$ cat src/rtl/usb_rx.sv
// usb_rx: USB 1.1 full-speed device receiver.
// Recovers bit timing from D+/D-, NRZI-decodes, destuffs, frames SYNC/PID/EOP,
// classifies host packets and streams DATA payload bytes into the endpoint FIFO.
// Optional feature macro: USB_RX_CRC16_EN (bit-serial CRC16 check on DATA packets).
module usb_rx #(
   parameter int         CLKS_PER_BIT = 8,
   parameter logic [6:0] DEV_ADDR     = 7'd0
) (
   input  logic       clk,
   input  logic       rst,
   input  logic       dplus_in,
   input  logic       dminus_in,
   input  logic [6:0] buffer_occupancy,
   output logic [2:0] rx_packet,
   output logic       rx_transfer_active,
   output logic       rx_error,
   output logic       rx_data_ready,
   output logic       flush,
   output logic       store_rx_packet_data,
   output logic [7:0] rx_packet_data
);

   localparam int TW = $clog2(CLKS_PER_BIT);

   localparam logic [2:0] P_NONE  = 3'd0;
   localparam logic [2:0] P_OUT   = 3'd1;
   localparam logic [2:0] P_IN    = 3'd2;
   localparam logic [2:0] P_DATA0 = 3'd3;
   localparam logic [2:0] P_DATA1 = 3'd4;
   localparam logic [2:0] P_ACK   = 3'd5;

   typedef enum logic [2:0] {
      S_IDLE, S_SYNC, S_PID, S_TOKEN, S_DATA, S_EOPW, S_EOPJ, S_ERR
   } state_t;

   state_t state, state_nxt;

   logic          dp_s1, dp_s2, dp_r, dm_s1, dm_s2, dm_r;
   logic [TW-1:0] timer;
   logic          strobe, se0, line_j, nrzi, last_dp, se0_prev;
   logic          sync_start, destuff_on, stuff_slot, data_bit, stuff_err, byte_done;
   logic [6:0]    shreg;
   logic [7:0]    new_byte;
   logic [3:0]    bitcnt;
   logic [2:0]    ones;
   logic [6:0]    addr;
   logic [2:0]    pend, pid_code;
   logic [7:0]    hold0, hold1;
   logic [1:0]    nheld;
   logic          do_store, do_flush, pkt_end, crc_bad;

   // Line observed one register after the synchronizers; edges on D+ realign the bit timer.
   assign se0        = !dp_r && !dm_r;
   assign line_j     = dp_r && !dm_r;
   assign nrzi       = (dp_r == last_dp);
   assign strobe     = !rst && (timer == TW'(CLKS_PER_BIT / 2));
   assign sync_start = (state == S_IDLE) && !dp_s2 && dm_s2 && dp_r;
   assign destuff_on = (state == S_PID) || (state == S_TOKEN) ||
                       (state == S_DATA) || (state == S_EOPW);
   assign stuff_slot = destuff_on && (ones == 3'd6);
   assign data_bit   = strobe && !se0 && !stuff_slot;
   assign stuff_err  = strobe && !se0 && stuff_slot && nrzi;
   assign new_byte   = {nrzi, shreg};
   assign byte_done  = data_bit && (bitcnt[2:0] == 3'd7);
   assign rx_transfer_active = (state != S_IDLE);

   // Synchronize both pins, keep one edge-detect stage, and run the bit timer.
   always_ff @(posedge clk) begin
      if (rst) begin
         dp_s1 <= 1'b1; dp_s2 <= 1'b1; dp_r <= 1'b1;
         dm_s1 <= 1'b0; dm_s2 <= 1'b0; dm_r <= 1'b0;
         timer <= '0;
      end else begin
         dp_s1 <= dplus_in;  dp_s2 <= dp_s1; dp_r <= dp_s2;
         dm_s1 <= dminus_in; dm_s2 <= dm_s1; dm_r <= dm_s2;
         if (dp_s2 != dp_r)
            timer <= '0;
         else if (timer == TW'(CLKS_PER_BIT - 1))
            timer <= '0;
         else
            timer <= timer + 1'b1;
      end
   end

   // Map the assembled byte onto a packet code; anything unlisted is invalid.
   always_comb begin
      pid_code = P_NONE;
      case (new_byte)
         8'hE1:   pid_code = P_OUT;
         8'h69:   pid_code = P_IN;
         8'hC3:   pid_code = P_DATA0;
         8'h4B:   pid_code = P_DATA1;
         8'hD2:   pid_code = P_ACK;
         default: pid_code = P_NONE;
      endcase
   end

   // Packet framing state register.
   always_ff @(posedge clk) begin
      if (rst) state <= S_IDLE;
      else     state <= state_nxt;
   end

   // Next-state logic plus the single-cycle store/flush/end requests.
   always_comb begin
      state_nxt = state;
      do_store  = 1'b0;
      do_flush  = 1'b0;
      pkt_end   = 1'b0;
      case (state)
         S_IDLE:  if (sync_start) state_nxt = S_SYNC;
         S_SYNC: begin
            if (strobe && se0)  state_nxt = S_ERR;
            else if (byte_done) state_nxt = (new_byte == 8'h80) ? S_PID : S_ERR;
         end
         S_PID: begin
            if (stuff_err || (strobe && se0)) state_nxt = S_ERR;
            else if (byte_done) begin
               case (pid_code)
                  P_OUT, P_IN:     state_nxt = S_TOKEN;
                  P_DATA0, P_DATA1: begin
                     state_nxt = S_DATA;
                     do_flush  = 1'b1;
                  end
                  P_ACK:           state_nxt = S_EOPW;
                  default:         state_nxt = S_ERR;
               endcase
            end
         end
         S_TOKEN: begin
            if (stuff_err || (strobe && se0))       state_nxt = S_ERR;
            else if (data_bit && bitcnt == 4'd15)   state_nxt = S_EOPW;
         end
         S_DATA: begin
            if (stuff_err) state_nxt = S_ERR;
            else if (strobe && se0)
               // The two held bytes are the CRC; a short or ragged payload is an error.
               state_nxt = (bitcnt != 4'd0 || nheld != 2'd2 || crc_bad) ? S_ERR : S_EOPJ;
            else if (byte_done && nheld == 2'd2) begin
               if (buffer_occupancy >= 7'd64) state_nxt = S_ERR;
               else                           do_store  = 1'b1;
            end
         end
         S_EOPW: begin
            if (stuff_err || data_bit) state_nxt = S_ERR;
            else if (strobe && se0)    state_nxt = S_EOPJ;
         end
         S_EOPJ: begin
            if (strobe) begin
               if (line_j) begin
                  state_nxt = S_IDLE;
                  pkt_end   = 1'b1;
               end else begin
                  state_nxt = S_ERR;
               end
            end
         end
         S_ERR:   if (strobe && line_j && se0_prev) state_nxt = S_IDLE;
         default: state_nxt = S_IDLE;
      endcase
   end

   // Bit/byte assembly, destuff counter, DATA holding pipeline and output registers.
   always_ff @(posedge clk) begin
      if (rst) begin
         last_dp <= 1'b1; se0_prev <= 1'b0;
         shreg <= '0; bitcnt <= '0; ones <= '0;
         addr <= '0; pend <= P_NONE;
         hold0 <= '0; hold1 <= '0; nheld <= '0;
         rx_packet <= P_NONE; rx_error <= 1'b0; rx_data_ready <= 1'b0;
         flush <= 1'b0; store_rx_packet_data <= 1'b0; rx_packet_data <= 8'h00;
      end else begin
         flush                <= do_flush;
         store_rx_packet_data <= do_store;
         rx_data_ready        <= pkt_end && (pend == P_DATA0 || pend == P_DATA1);
         if (strobe) begin
            last_dp  <= dp_r;
            se0_prev <= se0;
         end
         if (state == S_IDLE) begin
            bitcnt <= '0;
            ones   <= '0;
            nheld  <= '0;
         end else begin
            if (data_bit) begin
               shreg  <= new_byte[7:1];
               // Tokens count all 16 bits; every other state restarts per byte.
               bitcnt <= (byte_done && state != S_TOKEN) ? 4'd0 : bitcnt + 4'd1;
            end
            if (destuff_on && strobe && !se0)
               ones <= stuff_slot ? 3'd0 : (nrzi ? ones + 3'd1 : 3'd0);
         end
         if (state == S_PID && byte_done)
            pend <= pid_code;
         if (state == S_TOKEN && byte_done && bitcnt == 4'd7)
            addr <= new_byte[6:0];
         if (state == S_DATA && byte_done) begin
            case (nheld)
               2'd0: begin hold0 <= new_byte; nheld <= 2'd1; end
               2'd1: begin hold1 <= new_byte; nheld <= 2'd2; end
               default: begin hold0 <= hold1; hold1 <= new_byte; end
            endcase
         end
         if (do_store)
            rx_packet_data <= hold0;
         if (pkt_end && (!(pend == P_OUT || pend == P_IN) || addr == DEV_ADDR))
            rx_packet <= pend;
         if (state_nxt == S_ERR)
            rx_error <= 1'b1;
         else if (sync_start)
            rx_error <= 1'b0;
      end
   end

`ifdef USB_RX_CRC16_EN
   logic [15:0] crc;

   // Bit-serial CRC16 over payload and CRC field; a clean packet leaves the fixed residual.
   always_ff @(posedge clk) begin
      if (rst)
         crc <= 16'hFFFF;
      else if (state == S_PID && byte_done)
         crc <= 16'hFFFF;
      else if (state == S_DATA && data_bit)
         crc <= {crc[14:0], 1'b0} ^ ((crc[15] ^ nrzi) ? 16'h8005 : 16'h0000);
   end

   assign crc_bad = (crc != 16'h800D);
`else
   assign crc_bad = 1'b0;
`endif

endmodule

$ cat config.mk
export PLATFORM = sky130hd
export DESIGN_NAME = usb_rx
export DESIGN_NICKNAME = d
export VERILOG_FILES = /design/src/rtl/usb_rx.sv
export SDC_FILE = /design/constraint.sdc
export NUM_CORES = 1
export LEC_CHECK = 0
export BUFFER_PORTS_ARGS = -buffer_cell sky130_fd_sc_hd__buf_2
export CAP_MARGIN = 20
export CORE_MARGIN = 5
export CORE_UTILIZATION = 54
export DETAILED_ROUTE_END_ITERATION = 16
export HOLD_SLACK_MARGIN = 0.03
export PLACE_DENSITY = 0.76
export SLEW_MARGIN = 25
export SYNTH_ARGS = -nofsm -noshare
export SYNTH_HDL_FRONTEND = slang
export SYNTH_SLANG_ARGS = --single-unit
$ cat constraint.sdc
create_clock -name clk -period 1.8 [get_ports clk]
set_input_delay 0.09 -clock clk [delete_from_list [all_inputs] [get_ports clk]]
set_output_delay 0.09 -clock clk [all_outputs]
set_load 0.02 [all_outputs]
==> flow_summary.yaml, run 1 <==
final_layout:
  post_route_cells_drive_above_1_share: 0.399
  multi_input_area_um2: 2110
  diodes: 0
  seq_area_um2: 1440
  final_nets: 490
  finalInstanceArea_um2: 4730
  area_growth_pct: 39.1
  fin_cells: 553
  nFillCells: 411
power_and_ir_drop:
  powerDensity_nw_per_um2: 671
  p_leak_nw: 1.83
  p_sw_uw: 741
  internal_power_mw: 2.43
  swShare: 0.234
  pwr-share-clk: 0.454
  pwr-share-comb: 0.044
  irDropWorstVdd_mv: 0.704
  seq_power_share: 0.502
route:
  ant_nets: 0
  dr_total_vias: 3186
  drt_pre_antenna_iters: 5
  wl_per_cell_um: 16.9
  drt_iter0_drc: 237
  routed_wl_um: 9340
  viasPerCell: 5.76
  drc: 0
place:
  gp_congestion: 0.860
  hpwl_um: 5690
  place_area_um2: 4030
  dp.cells: 520
  port_buffers: 20
floorplan:
  dieArea_um2: 7980
  ioPinCount: 27
  die-width_um: 89.3
  die_height_um: 89.3
  start_util: 0.545
  core_um2: 6240
  rows: 29
clock_tree:
  h-tree-depth: 3
  cts_root_buf: "clkbuf_8"
  cts_tree: "yes"
  clockBufferDepth: 2
  clock_latency_ns: 0.36
  cts_made_buffers: 9
  clk_pin_slew_ns: 0.09
  cts_sinks: 71
worst_setup_path:
  r2r_slack_ns: -0.20
  path_class: "register to register"
  cp.arrival_ns: 2.26
  critPathMaxFanout: 7
  r2r_start: "timer[0]$_SDFF_PP0_"
  reg2regPathDepth: 11
  critPathLaunchType: "register"
  required_ns: 2.06
  end_kind: "register"
  r2r-end: "hold0[7]$_SDFFE_PP0P_"
sta:
  layout_min_cycle_time_ns: 2.00
  whs_ns: 0.0427
  tns_ns: -1.84
  setup_viol: 34
  fmax_ghz: 0.499
  fin_crit_sh: 1.11
  worstMarginPinSlew_ns: 0.551
  finalHoldViolCount: 0
  slew_viol_final: 0
  maxSlewHeadroom: 0.633
  rsz0062_at_grt: "true"
  skew_ns: 0.0143
  fin_ws_ns: -0.205
synth:
  syn-num-nets: 398
  synth_edf_count: 0
  synth_cells: 379
  syn_area_um2: 3400
  synth_ff_type: "dfxtp_1"
  syn_avg_cell_area_um2: 8.97
  yosysUniqueCellTypes: 58
  yosys_warnings: 0
  synth_seq_area_share: 0.418
  yosys_register_bits: 71
  ys_async_sr_fraction: 0
global_route:
  grt_first_pass_wirelength_um: 13800
  gr-usage-all-layers: 0.222
  grt_pass1_vias: 2974
  grt_max_degree: 55
  overflow: 0
  antenna_found_initial: 0
outcome:
  status: "finished with violations"
  violations: "setup timing"
min_path:
  hold_start: "rst"
  min_to: "state[0]$_SDFF_PP0_"
  hp-class: "input pin to register"
  min_path_cells: 3
flow_run:
  cap_violations: 0
==> state kept, by name, summed over array words and instances (netlist names), 2 cells and up <==
signal	count
hold0	8
hold1	8
rx_packet_data	8
addr	7
shreg	7
bitcnt	4
ones	3
pend	3
rx_packet	3
state	3
timer	3
nheld	2
==> power by group through the flow <==
stage                     Clock (mW)  Combinational (mW)  Sequential [mW]
after floorplan                    0              0.0634             1.62
after global placement             0               0.107             1.63
after detailed placement           0               0.111             1.63
after CTS                       1.43               0.124             1.59
after global routing            1.53               0.151             1.59
final                           1.44               0.139             1.59
==> cells in the mapped netlist, types with 6 or more instances <==
cell      instances  share of area
dfxtp_1          71           0.42
nor2_1           66          0.073
mux2i_1          32          0.094
nand2_1          27          0.030
a21oi_1          15          0.022
clkbuf_1         14          0.015
o21ai_0          13          0.019
nand3_1          11          0.016
inv_1            10          0.011
nor2b_1          10          0.018
a311oi_1          9          0.023
ha_1              8          0.029
nor3_1            6         0.0088
==> per-layer routing <==
metal	routed length, um	track usage	part of all wire	vias up
li1	-	-	-	1517
met3	428	0.0461	0.046	26
met5	0	0	0	-
met4	243	0.0812	0.026	0
met2	4860	0.382	0.52	117
met1	3810	0.274	0.41	1526
==> timing repair <==
| action | 4_1_cts | 5_1_grt |
|---|---|---|
| resized for setup | 27 | 44 |
| gates cloned | 1 | 1 |
| hold buffers | 2 | 0 |
| pin swaps | 12 | 15 |
| hold endpoints to repair | 2 | 0 |
| endpoints found under the setup margin | 40 | 51 |
| buffers inserted | 5 | 8 |
==> final cells by class <==
| class | count | share of cell area |
|---|---|---|
| clock inverters | 7 | 0.0201 |
| well taps | 77 | 0.0204 |
| multi-input cells | 277 | 0.447 |
| inverters | 10 | 0.00794 |
| clock buffers | 9 | 0.0262 |
| repair buffers | 102 | 0.175 |
| flip-flops and latches | 71 | 0.304 |
==> cell families (layout without fill, tap and decap cells) <==
family | count (synthesis) | after routing | synth area share
flops | 71 | 71 | 0.418
mux | 32 | 32 | 0.0943
fa+ha+maj | 8 | 8 | 0.0295
compound gates | 61 | 61 | 0.124
buf+inv | 31 | 128 | 0.0427
xor+xnor | 7 | 7 | 0.0258
simple gates | 169 | 169 | 0.266
==> worst max path at each step <==
stage	start	endpoint	slack [ns]	cells past startpoint
2_1_floorplan	timer[0]$_SDFF_PP0_	addr[4]$_SDFFE_PP0P_	-0.02	9
3_3_place_gp	dp_r$_SDFF_PP1_	state[1]$_SDFF_PP0_	-0.13	7
3_5_place_dp	state[2]$_SDFF_PP0_	rx_error$_SDFFE_PP0P_	-0.16	7
4_1_cts	state[2]$_SDFF_PP0_	rx_error$_SDFFE_PP0P_	-0.05	8
5_1_grt	timer[1]$_SDFF_PP0_	hold0[7]$_SDFFE_PP0P_	-0.27	11
6_report	timer[0]$_SDFF_PP0_	hold0[7]$_SDFFE_PP0P_	-0.20	11
==> critical path, cell delays in order (launching register included) <==
cell      delay, ns
dfxtp_2        0.33
inv_2          0.06
ha_4           0.15
nand3b_4       0.13
nor2_4         0.24
nand3_4        0.13
buf_6          0.15
nor2_4         0.16
buf_12         0.16
buf_6          0.10
nor2_4         0.03
a311oi_2       0.26
==> cells in the final DEF (no fill, tap or decap), types with 10 or more instances in the layout <==
cell     synthesis  final
a21oi_1         15     13
buf_2            2     20
buf_4            3     65
buf_6            2     10
dfxtp_1         71     62
mux2i_1         32     31
nand2_1         27     24
nand3_1         11     10
nor2_1          66     59
o21ai_0         13     12
==> through the flow <==
stage                      util  setup slack [ns]  power, mW
after floorplan               -           -0.0188       1.69
after global placement    0.646            -0.128       1.73
after detailed placement  0.646            -0.164       1.74
after CTS                 0.714           -0.0538       3.15
after global routing      0.757            -0.274       3.28
final                     0.757            -0.205       3.17
(Power assumes the default switching activity.)
==> run 2, diff against run 1 <==
--- a/config.mk
+++ b/config.mk
@@ -8,10 +8,10 @@
 export BUFFER_PORTS_ARGS = -buffer_cell sky130_fd_sc_hd__buf_2
 export CAP_MARGIN = 20
 export CORE_MARGIN = 5
-export CORE_UTILIZATION = 54
+export CORE_UTILIZATION = 52
 export DETAILED_ROUTE_END_ITERATION = 16
 export HOLD_SLACK_MARGIN = 0.03
-export PLACE_DENSITY = 0.76
+export PLACE_DENSITY = 0.73
 export SLEW_MARGIN = 25
 export SYNTH_ARGS = -nofsm -noshare
 export SYNTH_HDL_FRONTEND = slang
==> run 2 against run 1 <==
The flow still finishes with violations (setup timing). Via count shrank 3.2%. First-iteration DRC count down 8.9%. Maximum frequency rose by 5.2%. Wire length shrank 8.9%. Global-route usage down 2.2 points. Final cell count down 1.1%. Flip-flop and latch count is the same. Core utilization decreased by 3.6 points. Register-to-register slack better by 0.10 ns. Sequential power barely moved. Setup slack better by 0.10 ns.
==> flow_summary.yaml, run 2 (synthesis gave the netlist of run 1 again) <==
sta:
  setup_viol: 18
  skew_ns: 0.0115
  layout_min_cycle_time_ns: 1.90
  fmax_ghz: 0.525
  rsz0062_at_grt: "true"
  fin_crit_sh: 1.06
  worstMarginPinSlew_ns: 0.519
  fin_ws_ns: -0.105
  maxSlewHeadroom: 0.654
  finalHoldViolCount: 0
  slew_viol_final: 0
global_route:
  gr-usage-all-layers: 0.200
  grt_pass1_vias: 2885
  grt_first_pass_wirelength_um: 13600
  overflow: 0
  grt_max_degree: 55
  antenna_found_initial: 0
worst_setup_path:
  r2r_start: "timer[0]$_SDFF_PP0_"
  critical-path-top-delay-family: "simple AND/OR/NAND/NOR gates"
  cp_slowest_cell: "dfxtp_2"
  reg2regPathDepth: 10
  r2r-end: "rx_packet_data[2]$_SDFFE_PP0P_"
  worst-path-buf-inv: 3
  critPathLaunchType: "register"
  end_kind: "register"
  slowest_delay_ns: 0.33
  cp.arrival_ns: 2.14
  path_class: "register to register"
  crit_path_frequent_cell: "buf_6"
  critPathMaxFanout: 5
  worstPathCellList: "inv_2 -> ha_4 -> nand3b_4 -> nor2_4 -> buf_6 -> nand3_4 -> nor4_4 -> buf_6 -> mux2i_2 -> nor2_1"
  required_ns: 2.03
  r2r_slack_ns: -0.10
final_layout:
  reg_top3: "hold0: 8 flops, hold1: 8 flops, rx_packet_data: 8 flops"
  nFillCells: 433
  post_route_cells_drive_above_1_share: 0.357
  fin_cells: 547
  final_cell_mix: "66 x nor2_1, 62 x dfxtp_1, 59 x buf_4"
  final_nets: 484
  area_growth_pct: 34.8
  final_common_cell: "nor2_1"
  diodes: 0
  multi_input_area_um2: 2060
  seq_area_um2: 1440
clock_tree:
  h-tree-depth: 3
  cts_root_buf: "clkbuf_8"
  clockBufferDepth: 2
  cts_tree: "yes"
  clk_pin_slew_ns: 0.08
  cts_sinks: 71
  cts_made_buffers: 9
  clock_latency_ns: 0.36
route:
  dr_total_vias: 3083
  viasPerCell: 5.64
  drt_iter0_drc: 216
  drc: 0
  wl_per_cell_um: 15.6
  ant_nets: 0
  routed_wl_um: 8520
  drt_pre_antenna_iters: 5
floorplan:
  die_height_um: 90.8
  die-width_um: 90.8
  core_um2: 6350
  dieArea_um2: 8250
  rows: 29
  ioPinCount: 27
  start_util: 0.535
power_and_ir_drop:
  powerDensity_nw_per_um2: 638
  irDropWorstVdd_mv: 0.632
  total_power_mw: 2.92
  p_leak_nw: 1.76
flow_run:
  cap_violations: 0
place:
  port_buffers: 20
  dp.cells: 518
  hpwl_um: 5620
  gp_congestion: 0.890
min_path:
  min_path_cells: 3
  hold_start: "rst"
  min_to: "se0_prev$_SDFFE_PP0P_"
  hp-class: "input pin to register"
outcome:
  violations: "setup timing"
  status: "finished with violations"
## run 2: worst max-delay path by stage
stage,cells after the start,endpoint,slack (ns),startpoint
after global placement,9,rx_packet_data[0]$_SDFFE_PP0P_,-0.12,timer[0]$_SDFF_PP0_
final,10,rx_packet_data[2]$_SDFFE_PP0P_,-0.10,timer[0]$_SDFF_PP0_
after CTS,8,addr[2]$_SDFFE_PP0P_,-0.07,state[2]$_SDFF_PP0_
after detailed placement,9,rx_packet_data[2]$_SDFFE_PP0P_,-0.22,timer[1]$_SDFF_PP0_
after global routing,8,rx_error$_SDFFE_PP0P_,-0.16,state[2]$_SDFF_PP0_
after floorplan,9,addr[4]$_SDFFE_PP0P_,-0.02,timer[0]$_SDFF_PP0_
## run 2: repair_timing
item / CTS / global route
endpoints found under the setup margin: 37 / 50
endpoints found under the hold margin: 3 / 0
cloned: 1 / 0
buffers inserted: 6 / 3
hold buffers: 3 / 0
pin swaps: 7 / 8
gates resized for setup: 25 / 29
## run 2: worst min-delay path: cells and delay by family
kind,cells,cell delay (ns)
buffers and inverters,1,0.13
and+or+nand+nor,2,0.17
## run 2: power breakdown
part	switching [mW]	internal, mW	total [mW]	leakage [nW]
clock	0.679	0.525	1.20	0.0888
combinational	0.0674	0.0591	0.126	1.10
sequential	0.0113	1.58	1.59	0.576
total	0.757	2.16	2.92	1.76
## run 2: layout make-up
type / count / share of cell area
flip-flops and latches: 71 / 0.314
well taps: 77 / 0.0210
multi-input cells: 277 / 0.449
clock inverters: 7 / 0.0134
repair buffers: 96 / 0.167
clock buffers: 9 / 0.0270
inverters: 10 / 0.00819
## run 2: through the flow
| step | worst slack, ns | TNS (ns) | hold WS [ns] | utilization | area, um^2 |
|---|---|---|---|---|---|
| 2_1_floorplan | -0.0188 | -0.130 | 0.194 | - | 3420 |
| 3_3_place_gp | -0.118 | -1.54 | 0.274 | 0.634 | 4030 |
| 3_5_place_dp | -0.225 | -2.87 | 0.279 | 0.634 | 4030 |
| 4_1_cts | -0.0665 | -0.439 | 0.0625 | 0.697 | 4430 |
| 5_1_grt | -0.165 | -2.62 | 0.105 | 0.722 | 4580 |
| 6_report | -0.105 | -0.637 | 0.0724 | 0.722 | 4580 |
## run 2: metal layers
metal	routed length (um)	up-vias	share of wire	GRT usage
met2	4370	93	0.51	0.337
li1	-	1510	-	-
met3	418	9	0.049	0.0433
met5	0	-	0	0
met4	114	0	0.013	0.0709
met1	3620	1471	0.42	0.251
==> run 3, diff against run 2 <==
--- a/config.mk
+++ b/config.mk
@@ -12,6 +12,7 @@
 export DETAILED_ROUTE_END_ITERATION = 16
 export HOLD_SLACK_MARGIN = 0.03
 export PLACE_DENSITY = 0.73
+export REMOVE_ABC_BUFFERS = 1
 export SLEW_MARGIN = 25
 export SYNTH_ARGS = -nofsm -noshare
 export SYNTH_HDL_FRONTEND = slang
==> run 3 against run 2 <==
The flow now finishes without violations. Clock power rose by 12%. Highest routed layer unchanged. Power is 4.6% higher. Flip-flop and latch count did not move. Sequential share of layout area decreased by 0.45 points. Combinational power about the same. Largest power group unchanged. Global-route usage is essentially flat. First-iteration DRC count fell by 15%. Maximum frequency rose by 6.0%. Via count is 1.5% higher. Wire length grew 0.83%. Worst hold slack gained 0.024 ns. Critical endpoint is now state[0]$_SDFF_PP0_.
==> flow_summary.yaml, run 3 (synthesis gave the netlist of run 1 again) <==
power_and_ir_drop:
  pwr-share-clk: 0.437
  p_sw_uw: 692
  swShare: 0.227
  seq_power_share: 0.521
  powerDensity_nw_per_um2: 659
  irDropWorstVdd_mv: 0.762
  total_power_mw: 3.06
  internal_power_mw: 2.36
  pwr-share-comb: 0.042
  p_leak_nw: 1.78
floorplan:
  die-width_um: 90.8
  dieArea_um2: 8250
  die_height_um: 90.8
  start_util: 0.535
  ioPinCount: 27
  rows: 29
  core_um2: 6350
sta:
  tns_ns: 0
  finalHoldViolCount: 0
  slew_viol_final: 0
  worstMarginPinSlew_ns: 0.381
  setup_viol: 0
  maxSlewHeadroom: 0.746
  rsz0062_at_grt: "true"
  skew_ns: 0.00984
  fin_crit_sh: 0.999
  layout_min_cycle_time_ns: 1.80
  fmax_ghz: 0.556
worst_setup_path:
  path_class: "register to register"
  required_ns: 2.03
  end_kind: "register"
  r2r_start: "bitcnt[0]$_SDFFE_PP0P_"
  cp.arrival_ns: 2.02
  startpoint: "bitcnt[0]$_SDFFE_PP0P_"
  critPathLaunchType: "register"
  critPathMaxFanout: 2
route:
  drc: 0
  drt_iter0_drc: 183
  routed_wl_um: 8590
  ant_nets: 0
  viasPerCell: 5.71
  wl_per_cell_um: 15.7
  drt_pre_antenna_iters: 4
  dr_total_vias: 3130
global_route:
  overflow: 0
  grt_max_degree: 39
  grt_pass1_vias: 2910
  grt_first_pass_wirelength_um: 13600
  antenna_found_initial: 0
  gr-usage-all-layers: 0.200
final_layout:
  diodes: 0
  reg_top3: "hold0: 8 flops, hold1: 8 flops, rx_packet_data: 8 flops"
  nFillCells: 447
  fin_cells: 548
  post-route-util: 0.731
  finalInstanceArea_um2: 4640
  post_route_cells_drive_above_1_share: 0.361
  area_growth_pct: 36.6
  final_cell_mix: "65 x nor2_1, 65 x buf_4, 62 x dfxtp_1"
  final_nets: 485
place:
  dp.cells: 518
  port_buffers: 20
  hpwl_um: 5570
  place_area_um2: 4000
  gp_congestion: 0.857
clock_tree:
  clock_latency_ns: 0.35
  clk_pin_slew_ns: 0.07
  cts_root_buf: "clkbuf_8"
  cts_made_buffers: 9
  cts_sinks: 71
  cts_tree: "yes"
  clockBufferDepth: 2
  h-tree-depth: 3
outcome:
  status: "finished clean"
min_path:
  hold_start: "rst"
  hp-class: "input pin to register"
flow_run:
  cap_violations: 0
## run 3: cell types whose count changed in the layout (fill, tap and decap cells not counted), moves of 2 or more
cell        before  now
buf_6           10    4
inv_6            3    1
buf_4           59   65
clkbuf_8         9   11
clkinvlp_4       2    0
## run 3: power by group through the flow
stage | registers [mW] | clock network (mW) | logic, mW
floorplan | 1.63 | 0 | 0.0430
global placement | 1.63 | 0 | 0.0980
detailed placement | 1.63 | 0 | 0.101
CTS | 1.59 | 1.34 | 0.121
global route | 1.60 | 1.44 | 0.140
finish | 1.59 | 1.34 | 0.128
## run 3: metal layers
layer / track usage / vias to the layer above / share of wire
met2: 0.311 / 94 / 0.48
li1: - / 1515 / -
met1: 0.263 / 1494 / 0.44
met3: 0.0450 / 27 / 0.047
met4: 0.0954 / 0 / 0.030
met5: 0 / - / 0
## run 3: layout make-up
cell class                 count  area (um^2)  area share
inverter                      10         37.5     0.00809
tap                           77         96.3      0.0208
sequential                    71         1440       0.309
multi-input combinational    277         2100       0.452
clock inverter                 4         52.6      0.0113
clock buffer                  12          155      0.0334
timing repair buffer          97          768       0.166
## run 3: critical path, stage by stage, from the launching register on
cell      delay (ns)
dfxtp_2         0.34
ha_4            0.17
ha_4            0.16
buf_6           0.11
o2111a_1        0.12
o211ai_1        0.24
nand4_1         0.14
a311oi_2        0.30
nor2_1          0.10
## run 3: final timing paths
check                                to  slack [ns]  cells past startpoint
setup / recovery    state[0]$_SDFF_PP0_       0.002                      8
hold / removal    se0_prev$_SDFFE_PP0P_         0.1                      3
setup reg to reg    state[0]$_SDFF_PP0_       0.002                      8
hold reg to reg        dp_s2$_SDFF_PP1_        0.43                      1
## run 3: repair_timing
item                                   CTS  global route
setup endpoints to repair               34            49
cloned                                   1             1
endpoints found under the hold margin    3             0
hold buffers                             3             0
pin swaps                                7            14
gates resized for setup                 32            28
buffers inserted                         5             4
## run 3: stage by stage
step / setup WS (ns) / hold WS [ns]
after global routing: -0.0973 / 0.141
after CTS: -0.0212 / 0.106
after detailed placement: -0.151 / 0.281
final: 0.00246 / 0.0961
after floorplan: -0.981 / 0.159
after global placement: -0.0930 / 0.276
